**config.mk**
```make
export PLATFORM = sky130hd
export DESIGN_NAME = flag_ctx_unit
export DESIGN_NICKNAME = d
export VERILOG_FILES = /design/src/rtl/flag_ctx_unit.sv
export SDC_FILE = /design/constraint.sdc
export NUM_CORES = 1
export LEC_CHECK = 0
export ABC_AREA = 0
export BUFFER_PORTS_ARGS = -buffer_cell sky130_fd_sc_hd__buf_4
export CORE_ASPECT_RATIO = 1.4
export CORE_MARGIN = 4
export CORE_UTILIZATION = 55
export DETAILED_ROUTE_END_ITERATION = 6
export PLACE_DENSITY = 0.79
export RECOVER_POWER = 100
export SYNTH_ARGS = -nofsm -noshare
export SYNTH_HDL_FRONTEND = slang
export SYNTH_SLANG_ARGS = --single-unit
```
**constraint.sdc**
```tcl
create_clock -name clk -period 2.8 [get_ports clk]
set_input_delay 0.28 -clock clk [delete_from_list [all_inputs] [get_ports clk]]
set_output_delay 0.28 -clock clk [all_outputs]
set_load 0.01 [all_outputs]
```
**src/rtl/flag_ctx_unit.sv**
```systemverilog
// rtl/flag_ctx_unit.sv - condition flag unit with ALU bypass and LIFO flag save/restore stack
module flag_ctx_unit #(
    parameter int STACK_DEPTH = 4,
    parameter bit BYPASS      = 1'b1
) (
    input  logic                             clk,
    input  logic                             rst_n,
    input  logic                             flag_we,
    input  logic                             alu_z,
    input  logic                             alu_v,
    input  logic                             alu_n,
    input  logic                             alu_c,
    input  logic                             flag_push,
    input  logic                             flag_pop,
    input  logic                             cond_valid,
    input  logic [2:0]                       cond,
    output logic                             take,
    output logic [3:0]                       flags,
    output logic [$clog2(STACK_DEPTH):0]     stack_depth,
    output logic                             stack_full,
    output logic                             stack_empty,
    output logic                             stack_err
);

    localparam int PW = $clog2(STACK_DEPTH);
    localparam int DW = PW + 1;

    logic [3:0]    r_flags;
    logic [DW-1:0] r_depth;
    logic          r_err;
    logic [3:0]    r_stack [STACK_DEPTH];

    logic [3:0]    w_alu;
    logic [3:0]    w_eff;
    logic          w_s;
    logic          w_full;
    logic          w_empty;
    logic [PW-1:0] w_wr_idx;
    logic [PW-1:0] w_top_idx;
    logic          w_f;

    assign w_alu   = {alu_c, alu_n, alu_v, alu_z};
    assign w_eff   = (BYPASS && flag_we) ? w_alu : r_flags;
    assign w_s     = w_eff[2] ^ w_eff[1];
    assign w_full  = (r_depth == DW'(STACK_DEPTH));
    assign w_empty = (r_depth == '0);

    // Depth is a power of two, so the low bits wrap cleanly: depth=STACK_DEPTH gives top index STACK_DEPTH-1.
    assign w_wr_idx  = r_depth[PW-1:0];
    assign w_top_idx = r_depth[PW-1:0] - PW'(1);

    always_comb begin
        w_f = 1'b0;
        case (cond)
            3'b000: w_f = ~w_eff[0];
            3'b001: w_f = w_eff[0];
            3'b010: w_f = ~w_eff[0] & ~w_s;
            3'b011: w_f = w_s;
            3'b100: w_f = ~w_s;
            3'b101: w_f = w_eff[0] | w_s;
            3'b110: w_f = w_eff[1];
            default: w_f = 1'b1;
        endcase
    end

    assign take        = cond_valid & w_f;
    assign flags       = r_flags;
    assign stack_depth = r_depth;
    assign stack_full  = w_full;
    assign stack_empty = w_empty;
    assign stack_err   = r_err;

    always_ff @(posedge clk or negedge rst_n) begin
        if (!rst_n) begin
            r_flags <= 4'b0;
            r_depth <= '0;
            r_err   <= 1'b0;
        end else begin
            case ({flag_push, flag_pop})
                2'b10: begin
                    if (!w_full) r_depth <= r_depth + DW'(1);
                    else         r_err   <= 1'b1;
                    if (flag_we) r_flags <= w_alu;
                end
                2'b01: begin
                    if (!w_empty) begin
                        r_flags <= r_stack[w_top_idx];
                        r_depth <= r_depth - DW'(1);
                    end else begin
                        r_err <= 1'b1;
                        if (flag_we) r_flags <= w_alu;
                    end
                end
                2'b11: begin
                    if (!w_empty) begin
                        r_flags <= r_stack[w_top_idx];
                    end else begin
                        r_err <= 1'b1;
                        if (flag_we) r_flags <= w_alu;
                    end
                end
                default: begin
                    if (flag_we) r_flags <= w_alu;
                end
            endcase
        end
    end

    // Stack contents need no reset; validity is tracked by r_depth alone.
    always_ff @(posedge clk) begin
        if (flag_push && !flag_pop && !w_full)
            r_stack[w_wr_idx] <= r_flags;
        else if (flag_push && flag_pop && !w_empty)
            r_stack[w_top_idx] <= r_flags;
    end

endmodule

```
# Word level (Yosys, flattened, before mapping)
# Memories as Yosys holds them, arrays and structs flattened.
# Index checks and enable logic that the tools add are counted.
[word_totals] n_memories=1 reg_bits=8 word_cells=60 inputBits=13 output_inout_bits=11 ramBits=16
[classes] add_sub_neg=3 n_reduce_logical=15 bitwise_logic=6 n_eq_ne=14 n_mux=18
[memory_table] name="r_stack" words=4 word_bits=4 read_ports=1 rd_clocked_by_memory_dff=0 write_ports=1 line="31" source="logic [3:0] r_stack [STACK_DEPTH];"
[ops] operator="$mux W4" count=4
[ops] operator="$eq A3 B3 Y1 const B" count=4
[ops] operator="$mux W1" count=8
[ops] operator="$pmux W1 S7" count=1
[ops] operator="$eq A3 B2 Y1 const B" count=2
[ops] operator="$logic_not A3 Y1" count=2
[ops] operator="$mux W3" count=2
[ops] operator="$ne A2 B2 Y1 const B" count=3
[ops] operator="$pmux W3 S2" count=1
[ops] operator="$reduce_and A3 Y1" count=2
[ops] operator="$eq A2 B2 Y1 const B" count=2
[ops] operator="$logic_and A1 B1 Y1" count=4
[ops] operator="$reduce_bool A2 Y1" count=2
[ops] operator="$reduce_or A4 Y1" count=1
[ops] operator="$add A3 B1 Y3 const B" count=1
[ops] operator="$eq A3 B1 Y1 const B" count=1
[ops] operator="$logic_not A1 Y1" count=3
[ops] operator="$sub A3 B1 Y3 const B" count=1
[ops] operator="$and A1 B1 Y1" count=2
[ops] operator="$eq A2 B1 Y1 const B" count=1
[ops] operator="$mux W2" count=1
[ops] operator="$ne A2 B1 Y1 const B" count=1
[ops] operator="$not A1 Y1" count=2
[ops] operator="$pmux W1 S2" count=1
[ops] operator="4 further kinds" count=4

# Longest topological paths before layout
[depth] ltp_word=8 mapped_depth=8 depth_no_buf=7

# Worst setup path before layout
# No wires, ideal clock.
[synth_path] kind="register to register" from="register r_depth[0], in the netlist stack_depth[0]" to="memory r_stack[2][0] (enable)" synth_period_minus_slack_ps=1886 setup_slack_ps=914 t_arrival_ps=1557 required_time_ps=2471 setup_time_ps=329 path_stages_with_launch=9 path_buffers=1 cell_sequence="dfrtp_1 buf_6 inv_1 ha_1 nand2b_2 inv_1 nor3_1 o21ai_0 nor2_1"
[synth_via] elab_cells_between_ends=15 cone_classes="add/sub (1); eq/ne (1); mux (7); reduce/logical (6)"
[synth_lines] item="start: declaration" line="29" source="logic [DW-1:0] r_depth;"
[synth_lines] item="start signal: assignment" line="81" source="if (!w_full) r_depth <= r_depth + DW'(1);"
[synth_lines] item="start signal: assignment" line="88" source="r_depth <= r_depth - DW'(1);"
[synth_lines] item="$sub A2 B1 Y2" line="50" source="assign w_top_idx = r_depth[PW-1:0] - PW'(1);"
[synth_lines] item="named net w_top_idx[0]" line="39" source="logic [PW-1:0] w_top_idx;"
[synth_lines] item="$mux W2 (no line)"
[synth_lines] item="end: declaration" line="31"
# The timed path passes the listed nets, and every way through them passes these cells.

# Worst setup path after layout
[layout_path] from="register r_depth[0], in the netlist stack_depth[0]" to="memory r_stack[0][0] (enable)"
# The elaborated chain is that of the path after synthesis.

==> results.sh <==
export IMPL_drt_first_pass_iters=4
export IMPL_drc=0
export IMPL_crit_start="stack_depth[0]$_DFFE_PN0P_"
export IMPL_clkTransAtPathRegs_ns=0.12
export IMPL_cts_buffers=3
export IMPL_finalHoldViolations=0
export IMPL_worstSkewPairLatency_ns=0.32
export IMPL_netlist_area_leader_share=0.386
export IMPL_synth_cell_types=31
export IMPL_root_buffer="clkbuf_4"
export IMPL_crit_family="simple AND/OR/NAND/NOR gates"
export IMPL_core_area_um2=2180
export IMPL_die_x_um=48.2
export IMPL_wl_per_cell_um=18.1
export IMPL_synth_fp_nets=115
export IMPL_p_per_area_nw_per_um2=1060
export IMPL_maxSlewViolCount=0
export IMPL_ant_nets=0
export IMPL_timing_slew_headroom=0.667
export IMPL_yosys_warnings=0
export IMPL_grt_pass1_vias=869
export IMPL_synthTopCellsByArea="edfxtp_1 39%, dfrtp_1 16%, mux4_2 7.2%, mux2i_1 4.0%, nor2_1 3.3%"
export IMPL_cts_tree="yes"
export IMPL_path_max_fanout=9
export IMPL_cts_sinks=24
export IMPL_clock_skew_ns=0.00940
export IMPL_cp_start_kind="flop"
export IMPL_ys_seq_area_frac=0.547
export IMPL_ys_ff_latch=24
export IMPL_rr_worst_depth=6
export IMPL_peakVddDrop_mv=0.808
export IMPL_synthArstFlopShare=0.333
export IMPL_setup_viol_count_final=0
export IMPL_syn_to_final_growth_pct=14.5
export IMPL_r2r_start="stack_depth[0]$_DFFE_PN0P_"
export IMPL_crit_buf_inv=1
export IMPL_rsz0062_at_grt="no"
export IMPL_synth_edf_count=16
export IMPL_leakage_nw=0.550
export IMPL_post_drt_via_cell_ratio=6.11
export IMPL_netlist_area_um2=1240
export IMPL_htreeDepth=1
export IMPL_antenna_found_initial=0
export IMPL_dr_first_iter_drc_count=29
export IMPL_synthTopCellsByCount="16 x edfxtp_1, 11 x nor2_1, 8 x dfrtp_1"
export IMPL_crit_path_end_kind="flop"
export IMPL_grt_max_degree=15
export IMPL_r2r_setup_slack_ns=0.52
export IMPL_ios=24
export IMPL_cts_buffer_depth=2
export IMPL_drive_gt1_frac=0.194
export IMPL_port_buffers=23
export IMPL_grt_pass1_wl_mm=4.17
export IMPL_r2r_end="r_stack[0][0]$_DFFE_PP_"
export IMPL_utilization=0.655
export IMPL_fin_crit_ns=2.28
export IMPL_finalWirelength_mm=2.64
export IMPL_worst_hold_slack_ns=0.230
export IMPL_fmax_mhz=439
export IMPL_finalCritPeriodShare=0.813
export IMPL_arrival_ns=2.28
export IMPL_die_y_um=64.3
export IMPL_yosysMostFrequentCell="edfxtp_1"
export IMPL_syn_inst=100
export IMPL_cpPeakStageDelay_ns=0.62
export IMPL_path_depth=6
export IMPL_min_path_type="primary input to flop"
export IMPL_outcome="complete, no violations"
export IMPL_antenna_cells=0
export IMPL_hpwl_mm=2.05
export IMPL_crit_required_ns=2.80
export IMPL_crit_path_end="r_stack[0][0]$_DFFE_PP_"
export IMPL_tns_ns=0
export IMPL_die_area_um2=3100
export IMPL_gp_congestion=0.838
export IMPL_cts_setup_buffers=0
export IMPL_path_cells="inv_1, ha_1, and2_0, nor3_1, o21ai_0, nor2_1"
export IMPL_cap_violations=0
export IMPL_gr_total_overflow=0
export IMPL_rows=20
export IMPL_tightestPinTransition_ns=0.500
export IMPL_start_util=0.572
export IMPL_path_class="flop to flop"
export IMPL_synth_avg_cell_area_um2=12.4
export IMPL_ys_flop_type="edfxtp_1"
export IMPL_vias=892
export IMPL_grt_use_total=0.197
export IMPL_slowest_stage="dfrtp_1"
export IMPL_yosysTopAreaCell="edfxtp_1"
export IMPL_nets=140
[state kept, by name, indices dropped and copies added, names as in the netlist]
name and flops:
flags 4, r_stack 16, stack_err 1, stack_depth 3
[worst min path at each step]
stage / from / end / slack [ns] / cells after the start
floorplan: rst_n / flags[0]$_DFF_PN0_ / -0.02 / 0
global route: flag_push / stack_depth[2]$_DFFE_PN0P_ / 0.23 / 2
finish: flag_push / stack_depth[2]$_DFFE_PN0P_ / 0.23 / 2
detailed placement: rst_n / flags[1]$_DFF_PN0_ / 0.11 / 1
CTS: flag_push / stack_depth[2]$_DFFE_PN0P_ / 0.23 / 2
global placement: rst_n / flags[2]$_DFF_PN0_ / 0.11 / 1
[placed cells by master (no fill, tap or decap)]
cell / count
ha_1: 1
edfxtp_1: 16
a41oi_1: 1
and2_0: 1
nand2_1: 6
mux2i_4: 1
a211oi_1: 2
o21ai_0: 5
nor3_1: 3
xnor2_1: 3
fa_1: 1
and3_1: 1
buf_4: 12
nor2_1: 11
dlygate4sd3_1: 1
clkbuf_1: 11
a21oi_1: 6
nor2b_1: 2
inv_2: 1
o311ai_2: 1
o22ai_1: 3
a31oi_1: 3
clkbuf_4: 3
nand2b_1: 2
mux4_2: 4
mux2i_1: 5
inv_1: 6
bufinv_16: 1
a21o_1: 1
nand2b_2: 1
a41o_1: 1
dfrtp_1: 8
[timing repair]
item / CTS / global route
hold endpoints to repair: 8 / 0
hold buffers: 1 / 0
gates resized for setup: 0 / 0
[layer usage]
metal / global-route usage / wire, µm
met1: 0.227 / 966
met2: 0.340 / 1490
met5: 0 / 0
met4: 0.0909 / 64
met3: 0.0197 / 123
[worst reg2reg max path, delay by kind of cell, from the launching register on]
| family | cells | cell delay [ns] |
|---|---|---|
| and+or+nand+nor | 3 | 0.69 |
| adders and majority gates | 1 | 0.31 |
| DFF | 1 | 0.62 |
| buffers and inverters | 1 | 0.21 |
| AOI/OAI and AO/OA | 1 | 0.13 |
[per-stage QoR]
step | setup slack, ns | area, µm² | std cells | power (mW)
3_3_place_gp | 0.676 | 1410 | 141 | 1.29
4_1_cts | 0.501 | 1470 | 146 | 1.57
2_1_floorplan | 0.914 | 1240 | 100 | 1.08
3_5_place_dp | 0.551 | 1410 | 141 | 1.32
5_1_grt | 0.237 | 1430 | 146 | 1.61
6_report | 0.523 | 1430 | 146 | 1.51
[power by group]
| part | internal (mW) | switching (mW) | total [mW] |
|---|---|---|---|
| Clock | 0.145 | 0.0995 | 0.244 |
| Combinational | 0.274 | 0.335 | 0.609 |
| Sequential | 0.525 | 0.127 | 0.652 |
| Total | 0.944 | 0.561 | 1.51 |
[logic make-up after synthesis]
family	after synthesis	share of synthesized area
flip-flops	24	0.547
multiplexers	10	0.131
AO/OA/AOI/OAI	23	0.126
adder cells (fa/ha/maj)	2	0.0261
XOR/XNOR	3	0.0211
buffers and inverters	11	0.0492
AND/OR/NAND/NOR	27	0.101
[area by class of cell]
cell class / count / area (µm²)
fill: 161 / 752
timing repair buffer: 24 / 141
clock buffer: 3 / 22.5
tap: 22 / 27.5
sequential: 24 / 681
multi-input combinational: 65 / 497
clock inverter: 1 / 30.0
inverter: 7 / 26.3
Power figures use the tool's default switching activity.
